$ cat src/rtl/mem_arbiter.sv
// rtl/mem_arbiter.sv - four-phase DRAM arbiter for video, CPU and DMA requesters
// Define MEM_ARBITER_DMA_EN to enable the DMA port and its starvation counter.
module mem_arbiter #(
    parameter int DMA_STARVE = 7
) (
    input  logic        fclk,
    input  logic        rst,

    output logic        cend,
    output logic        pre_cend,

    input  logic        cpu_req,
    input  logic        cpu_rnw,
    input  logic        cpu_wrbsel,
    input  logic [20:0] cpu_addr,
    input  logic [7:0]  cpu_wrdata,
    output logic        cpu_strobe,

    input  logic        vid_req,
    input  logic [20:0] vid_addr,
    output logic        vid_strobe,

    input  logic        dma_req,
    input  logic        dma_rnw,
    input  logic        dma_wrbsel,
    input  logic [20:0] dma_addr,
    input  logic [7:0]  dma_wrdata,
    output logic        dma_ack,
    output logic        dma_strobe,

    output logic        dram_req,
    output logic        dram_rnw,
    output logic [20:0] dram_addr,
    output logic [7:0]  dram_wrdata,
    output logic        dram_bsel,

    input  logic [15:0] dram_rddata,
    output logic [15:0] rddata
);

    typedef enum logic [1:0] {
        OWN_NONE = 2'd0,
        OWN_VID  = 2'd1,
        OWN_CPU  = 2'd2,
        OWN_DMA  = 2'd3
    } owner_t;

    logic [1:0] phase;
    owner_t     owner_q;
    owner_t     owner_d;
    owner_t     winner;
    logic       cpu_pend;
    logic       cpu_comp;
    logic       dma_comp;
    logic       dma_first;

    always_ff @(posedge fclk) begin
        if (rst) begin
            phase <= 2'd0;
        end else begin
            phase <= phase + 2'd1;
        end
    end

    assign pre_cend = (phase == 2'd2);
    assign cend     = (phase == 2'd3);

    assign cpu_comp = cpu_pend | cpu_req;

`ifdef MEM_ARBITER_DMA_EN
    logic [3:0] starve_cnt;

    assign dma_comp  = dma_req;
    assign dma_first = (starve_cnt == 4'(DMA_STARVE));

    // Counts consecutive lost arbitrations; holds once DMA has earned priority.
    always_ff @(posedge fclk) begin
        if (rst) begin
            starve_cnt <= 4'd0;
        end else if (cend) begin
            if (dma_comp && (winner != OWN_DMA)) begin
                if (!dma_first) begin
                    starve_cnt <= starve_cnt + 4'd1;
                end
            end else begin
                starve_cnt <= 4'd0;
            end
        end
    end
`else
    logic unused_dma;

    assign dma_comp   = 1'b0;
    assign dma_first  = 1'b0;
    assign unused_dma = ^{dma_req, dma_rnw, dma_wrbsel, dma_addr, dma_wrdata, 4'(DMA_STARVE)};
`endif

    always_ff @(posedge fclk) begin
        if (rst) begin
            owner_q <= OWN_NONE;
        end else begin
            owner_q <= owner_d;
        end
    end

    always_comb begin
        winner  = OWN_NONE;
        owner_d = owner_q;
        if (vid_req) begin
            winner = OWN_VID;
        end else if (dma_comp && dma_first) begin
            winner = OWN_DMA;
        end else if (cpu_comp) begin
            winner = OWN_CPU;
        end else if (dma_comp) begin
            winner = OWN_DMA;
        end
        if (cend) begin
            owner_d = winner;
        end
    end

    // A grant to the CPU clears the latch even if cpu_req is still high on that edge.
    always_ff @(posedge fclk) begin
        if (rst) begin
            cpu_pend <= 1'b0;
        end else if (cend && (winner == OWN_CPU)) begin
            cpu_pend <= 1'b0;
        end else if (cpu_req) begin
            cpu_pend <= 1'b1;
        end
    end

    always_ff @(posedge fclk) begin
        if (rst) begin
            dram_addr   <= 21'd0;
            dram_rnw    <= 1'b0;
            dram_bsel   <= 1'b0;
            dram_wrdata <= 8'd0;
        end else if (cend) begin
            case (winner)
                OWN_VID: begin
                    dram_addr   <= vid_addr;
                    dram_rnw    <= 1'b1;
                    dram_bsel   <= 1'b0;
                    dram_wrdata <= 8'd0;
                end
                OWN_CPU: begin
                    dram_addr   <= cpu_addr;
                    dram_rnw    <= cpu_rnw;
                    dram_bsel   <= cpu_wrbsel;
                    dram_wrdata <= cpu_wrdata;
                end
`ifdef MEM_ARBITER_DMA_EN
                OWN_DMA: begin
                    dram_addr   <= dma_addr;
                    dram_rnw    <= dma_rnw;
                    dram_bsel   <= dma_wrbsel;
                    dram_wrdata <= dma_wrdata;
                end
`endif
                default: begin
                end
            endcase
        end
    end

    assign dram_req   = !rst && (owner_q != OWN_NONE) && (phase == 2'd0);
    assign cpu_strobe = !rst && cend && (owner_q == OWN_CPU) && dram_rnw;
    assign vid_strobe = !rst && cend && (owner_q == OWN_VID);

`ifdef MEM_ARBITER_DMA_EN
    assign dma_ack    = !rst && (owner_q == OWN_DMA) && (phase == 2'd0);
    assign dma_strobe = !rst && cend && (owner_q == OWN_DMA) && dram_rnw;
`else
    assign dma_ack    = 1'b0;
    assign dma_strobe = 1'b0;
`endif

    assign rddata = dram_rddata;

endmodule

$ cat config.mk
export PLATFORM = sky130hd
export DESIGN_NAME = mem_arbiter
export DESIGN_NICKNAME = d
export VERILOG_FILES = /design/src/rtl/mem_arbiter.sv
export SDC_FILE = /design/constraint.sdc
export NUM_CORES = 1
export LEC_CHECK = 0
export CORE_UTILIZATION = 30
export DETAILED_ROUTE_END_ITERATION = 10
export PLACE_DENSITY = 0.79
export SLEW_MARGIN = 20
export SYNTH_ARGS = -nofsm -noshare
export SYNTH_HDL_FRONTEND = slang
export SYNTH_SLANG_ARGS = --single-unit
$ cat constraint.sdc
create_clock -name fclk -period 2.15 [get_ports fclk]
set_input_delay 0.43 -clock fclk [delete_from_list [all_inputs] [get_ports fclk]]
set_output_delay 0.43 -clock fclk [all_outputs]
set_load 0.01 [all_outputs]
## After elaboration in Yosys (flattened, before gate mapping)

Index checks and enable logic that the tools add are counted.

| operators by class | value |
|---|---|
| multipliers | 0 |
| reductions and logical operators | 13 |
| bitwise operators | 1 |
| div/mod/pow operators | 0 |
| multiplexer cells | 6 |
| magnitude comparators | 0 |
| shifts and indexed selects | 0 |
| add/subtract/negate cells | 1 |
| equality and inequality tests | 6 |

Operators by type and width:

| cell | number |
|---|---|
| case mux 21 bit (2 select lines) | 1 |
| case mux 8 bit (2 select lines) | 1 |
| == test 2 bit (second input constant) | 4 |
| logical AND 1 bit | 7 |
| == test 2 x 1 -> 1 bit (second input constant) | 2 |
| two-way mux 2 bit | 2 |
| case mux 1 bit (2 select lines) | 2 |
| nonzero test 2 bit | 2 |
| adder 2 x 1 -> 2 bit (second input constant) | 1 |
| zero test 2 bit | 1 |
| AND reduction 2 bit | 1 |
| OR reduction 2 bit | 1 |
| zero test 1 bit | 1 |
| OR 1 bit | 1 |

| storage, ports and cells | value |
|---|---|
| memory bits (read-only) | 0 |
| bits of input ports | 104 |
| word-level logic and storage cells | 34 |
| output and inout port bits | 54 |
| bits in latches | 0 |
| memories kept | 0 |
| bits in writable memories | 0 |
| register bits | 36 |

## Logic depth before layout (Yosys ltp)

| depth | value |
|---|---|
| depth after elaboration | 6 |
| depth in mapped cells | 6 |
| mapped depth without buffers | 4 |

## Worst setup path before layout

OpenSTA, ideal clock, no wires.

| timing path | value |
|---|---|
| path kind | input to output |
| start point | input port rst |
| end point | output port cpu_strobe |
| buffers on the path | 2 |
| path slack | 0.484 ns |
| stages | 3 |
| arrival | 1.236 ns |
| cell sequence | clkbuf_1 buf_1 nor4_1 |

| between the ends | value |
|---|---|
| longest elaborated chain between the ends | 4 |

RTL lines:

| element | line | text |
|---|---|---|
| start, declared | 7 | `input logic rst,` |
| zero test 1 bit | 169 | `assign cpu_strobe = !rst && cend && (owner_q == OWN_CPU) && dram_rnw;` |
| logical AND 1 bit (3 in series) | 169 |  |
| end, declared | 17 | `output logic cpu_strobe,` |

Every way passes these cells.

## Worst setup path after layout

| timing path | value |
|---|---|
| start point | register phase[1] |
| end point | output port cpu_strobe |

| between the ends | value |
|---|---|
| longest elaborated chain between the ends | 4 |

RTL lines:

| element | line | text |
|---|---|---|
| start, declared | 48 | `logic [1:0] phase;` |
| start signal, assigned | 61 | `phase <= phase + 2'd1;` |
| == test 2 bit | 66 | `assign cend = (phase == 2'd3);` |
| logical AND 1 bit (3 in series) | 169 |  |

Every way passes these cells.

==> run_results.csv <==
group,metric,value,unit
finish,nFillCells,492,
power_and_ir_drop,p_leak,1.05,nW
power_and_ir_drop,total_power,1.49,mW
flow_run,cap_viol_max_count,0,
finish,final_cells,328,
drt,first_iter_violations,50,
critical_path,cp.arrival,1.56,ns
critical_path,endpoint,"cpu_strobe",
timing,hold_slack,0.449,ns
synth,synth_mux_area_share,0,%
cts,cts_root_buf,"clkbuf_8",
drt,finalWirelength,4320,um
drt,postRouteAntennaNets,0,
critical_path,cp.depth,4,
timing,finalHoldViolCount,0,
floorplanning,die_w,76.2,um
global_routing,grtUsageTotal,15.0,%
critical_path,rr_worst_depth,5,
critical_path,path_class,"reg2out",
cts,htree_num_levels,2,
cts,path_clk_slew,0.07,ns
critical_path,start_kind,"flip-flop",
synth,ys_seq_area_share,43.6,%
synth,netlist_area,1650,sq um
synth,synthArstFlopShare,0,%
timing,finalCritPeriodShare,92.8,%
timing,slew_headroom,50.7,%
finish,n_antenna_cell,0,
placement,post_dp_cell_area,2520,sq um
critical_path,cp.required,1.72,ns
critical_path,crit_chain,"ha_1, inv_2, nor4_1, dlygate4sd2_1",
placement,dp_hpwl,3010,um
finish,layout_commonest_cell,"clkdlybuf4s50_1",
critical_path,cp-startpoint,"phase[1]$_SDFF_PP0_",
finish,fin_util,50.3,%
global_routing,grt_max_degree,22,
critical_path,cp_slowest_cell,"dfxtp_1",
floorplanning,ios,158,
cts,insertion_delay,0.28,ns
critical_path,rrSetupSlack,0.39,ns
floorplanning,initial_core_util,31.8,%
placement,dp_slack,-0.0634,ns
power_and_ir_drop,power.density,571,nW/um^2
synth,synth_edf_count,0,
placement,port_buffers,91,
global_routing,grt-ovfl-total,0,
timing,min_period,1.99,ns
cts,post_cts.repair.setup_buffers,0,
cts,cts_hold_buffers,0,
synth,synth_xor_area_share,0,%
synth,synthAdderAreaFrac,2.27,%
synth,ys_seq_elements,36,
floorplanning,dieArea,5810,sq um
finish,nets,365,
timing,drv_slew,0,
drt,drcViolationCount,0,
synth,synth-simple-area-share,5.30,%
worst_hold_path,hold_class,"reg2reg",
timing,worst_slack,0.155,ns
drt,via_count,1534,
synth,synth-main-ff-cell,"dfxtp_1",
drt,drtPass1Iterations,4,
drt,wl_per_cell,13.2,um
critical_path,critPathMaxFanout,5,
timing,skew,0.00242,ns
drt,viasPerCell,4.68,
finish,area_growth,58.5,%
synth,synth_top_family_by_area,"compound AO/OA/AOI/OAI gates",
floorplanning,die_height,76.2,um
global_routing,antenna_found_initial,0,
cts,numCtsBuffers,5,
timing,tns,0,ns
placement,routabilityCongestion,0.687,
cts,cts_buffer_depth,2,
synth,synthDistinctLibCells,23,
synth,avgSynthCellArea,9.03,sq um
timing,rsz0062_at_grt,"no",
timing,finalSetupViolCount,0,
finish,stdcell_area,2620,sq um
timing,worstMarginPinSlew,0.739,ns
finish,layout_common_cells,"clkdlybuf4s50_1 (88), dfxtp_1 (36), inv_1 (34)",
floorplanning,core_area,5200,sq um
cts,cts_sinks,36,
floorplanning,num_rows,26,
synth,synth_compound_area_share,28.1,%
critical_path,cp-end-kind,"output pin",
synth,yosysWarnings,0,
global_routing,grt_pass1_vias,1450,
critical_path,slowest_delay,0.36,ns
placement,placedCellCount,321,
critical_path,timing.rr.start,"phase[1]$_SDFF_PP0_",
global_routing,grt_pass1_wl,6960,um
cts,cts_tree,"yes",
timing,fmax,501,MHz
critical_path,r2r_end,"dram_addr[18]$_SDFFE_PP0P_",
critical_path,worst_path_dominant_cell_family,"buffers and inverters",
synth,synthCells,183,
critical_path,path_buf_inv,2,
finish,layout-drive-gt1-share,7.36,%
power_and_ir_drop,ir_drop,0.298,mV
status,outcome,"finished clean",
## Yosys cell counts (all sizes together) (3+ instances only)
cell type | instances | area, sq um
inv | 35 | 131
o32ai | 9 | 78.8
nand2 | 11 | 41.3
clkbuf | 5 | 18.8
o221a | 22 | 248
nor2 | 3 | 11.3
a21oi | 24 | 120
dfxtp | 36 | 721
ha | 3 | 37.5
buf | 27 | 189
## worst reg2reg max path: cells and delay by family, from the launching register on
family | cells | cell delay [ns]
AOI/OAI and AO/OA | 2 | 0.75
DFF | 1 | 0.36
buffers and inverters | 2 | 0.32
adders and majority gates | 1 | 0.27
## sequential cells by signal, indices dropped and copies added (netlist names)
name         count
cpu_pend         1
dram_addr       21
dram_bsel        1
dram_rnw         1
dram_wrdata      8
owner_q          2
phase            2
## what timing repair did
action,CTS,global route
cloned,0,0
gates resized for setup,2,1
setup endpoints to repair,2,1
pin swaps,0,0
## area by class of cell
cell class | instances | area (sq um) | area share (%)
clock buffers | 7 | 96.3 | 3.68
inverters | 35 | 131 | 5.01
multi-input cells | 81 | 601 | 22.9
flip-flops and latches | 36 | 721 | 27.5
well taps | 70 | 87.6 | 3.34
repair buffers | 99 | 983 | 37.5
## routing by layer
metal / up-vias / wire (um) / track usage, %
li1: 762 / - / -
met1: 689 / 2010 / 18.6
met2: 65 / 1860 / 23.8
met3: 18 / 365 / 5.39
met4: 0 / 86 / 5.38
met5: - / 0 / 0
## report_power, final
part / leakage [nW] / internal [mW] / switching [mW]
registers: 0.292 / 0.697 / 0.0163
logic: 0.710 / 0.175 / 0.0975
clock network: 0.0503 / 0.285 / 0.224
## cell families after synthesis
family,count (synthesis)
compound gates,57
flops,36
other cells,1
buf+inv,67
fa+ha+maj,3
simple gates,19
## worst min-delay path by stage
stage	from	endpoint	slack, ns	cells past startpoint
after global placement	phase[0]$_SDFF_PP0_	phase[0]$_SDFF_PP0_	0.43	1
after detailed placement	phase[0]$_SDFF_PP0_	phase[0]$_SDFF_PP0_	0.44	1
after global routing	phase[0]$_SDFF_PP0_	phase[0]$_SDFF_PP0_	0.47	1
after floorplan	phase[0]$_SDFF_PP0_	phase[0]$_SDFF_PP0_	0.42	1
after CTS	phase[0]$_SDFF_PP0_	phase[0]$_SDFF_PP0_	0.46	1
final	phase[0]$_SDFF_PP0_	phase[0]$_SDFF_PP0_	0.45	1
Note: power is estimated with default switching activity, not from simulation.
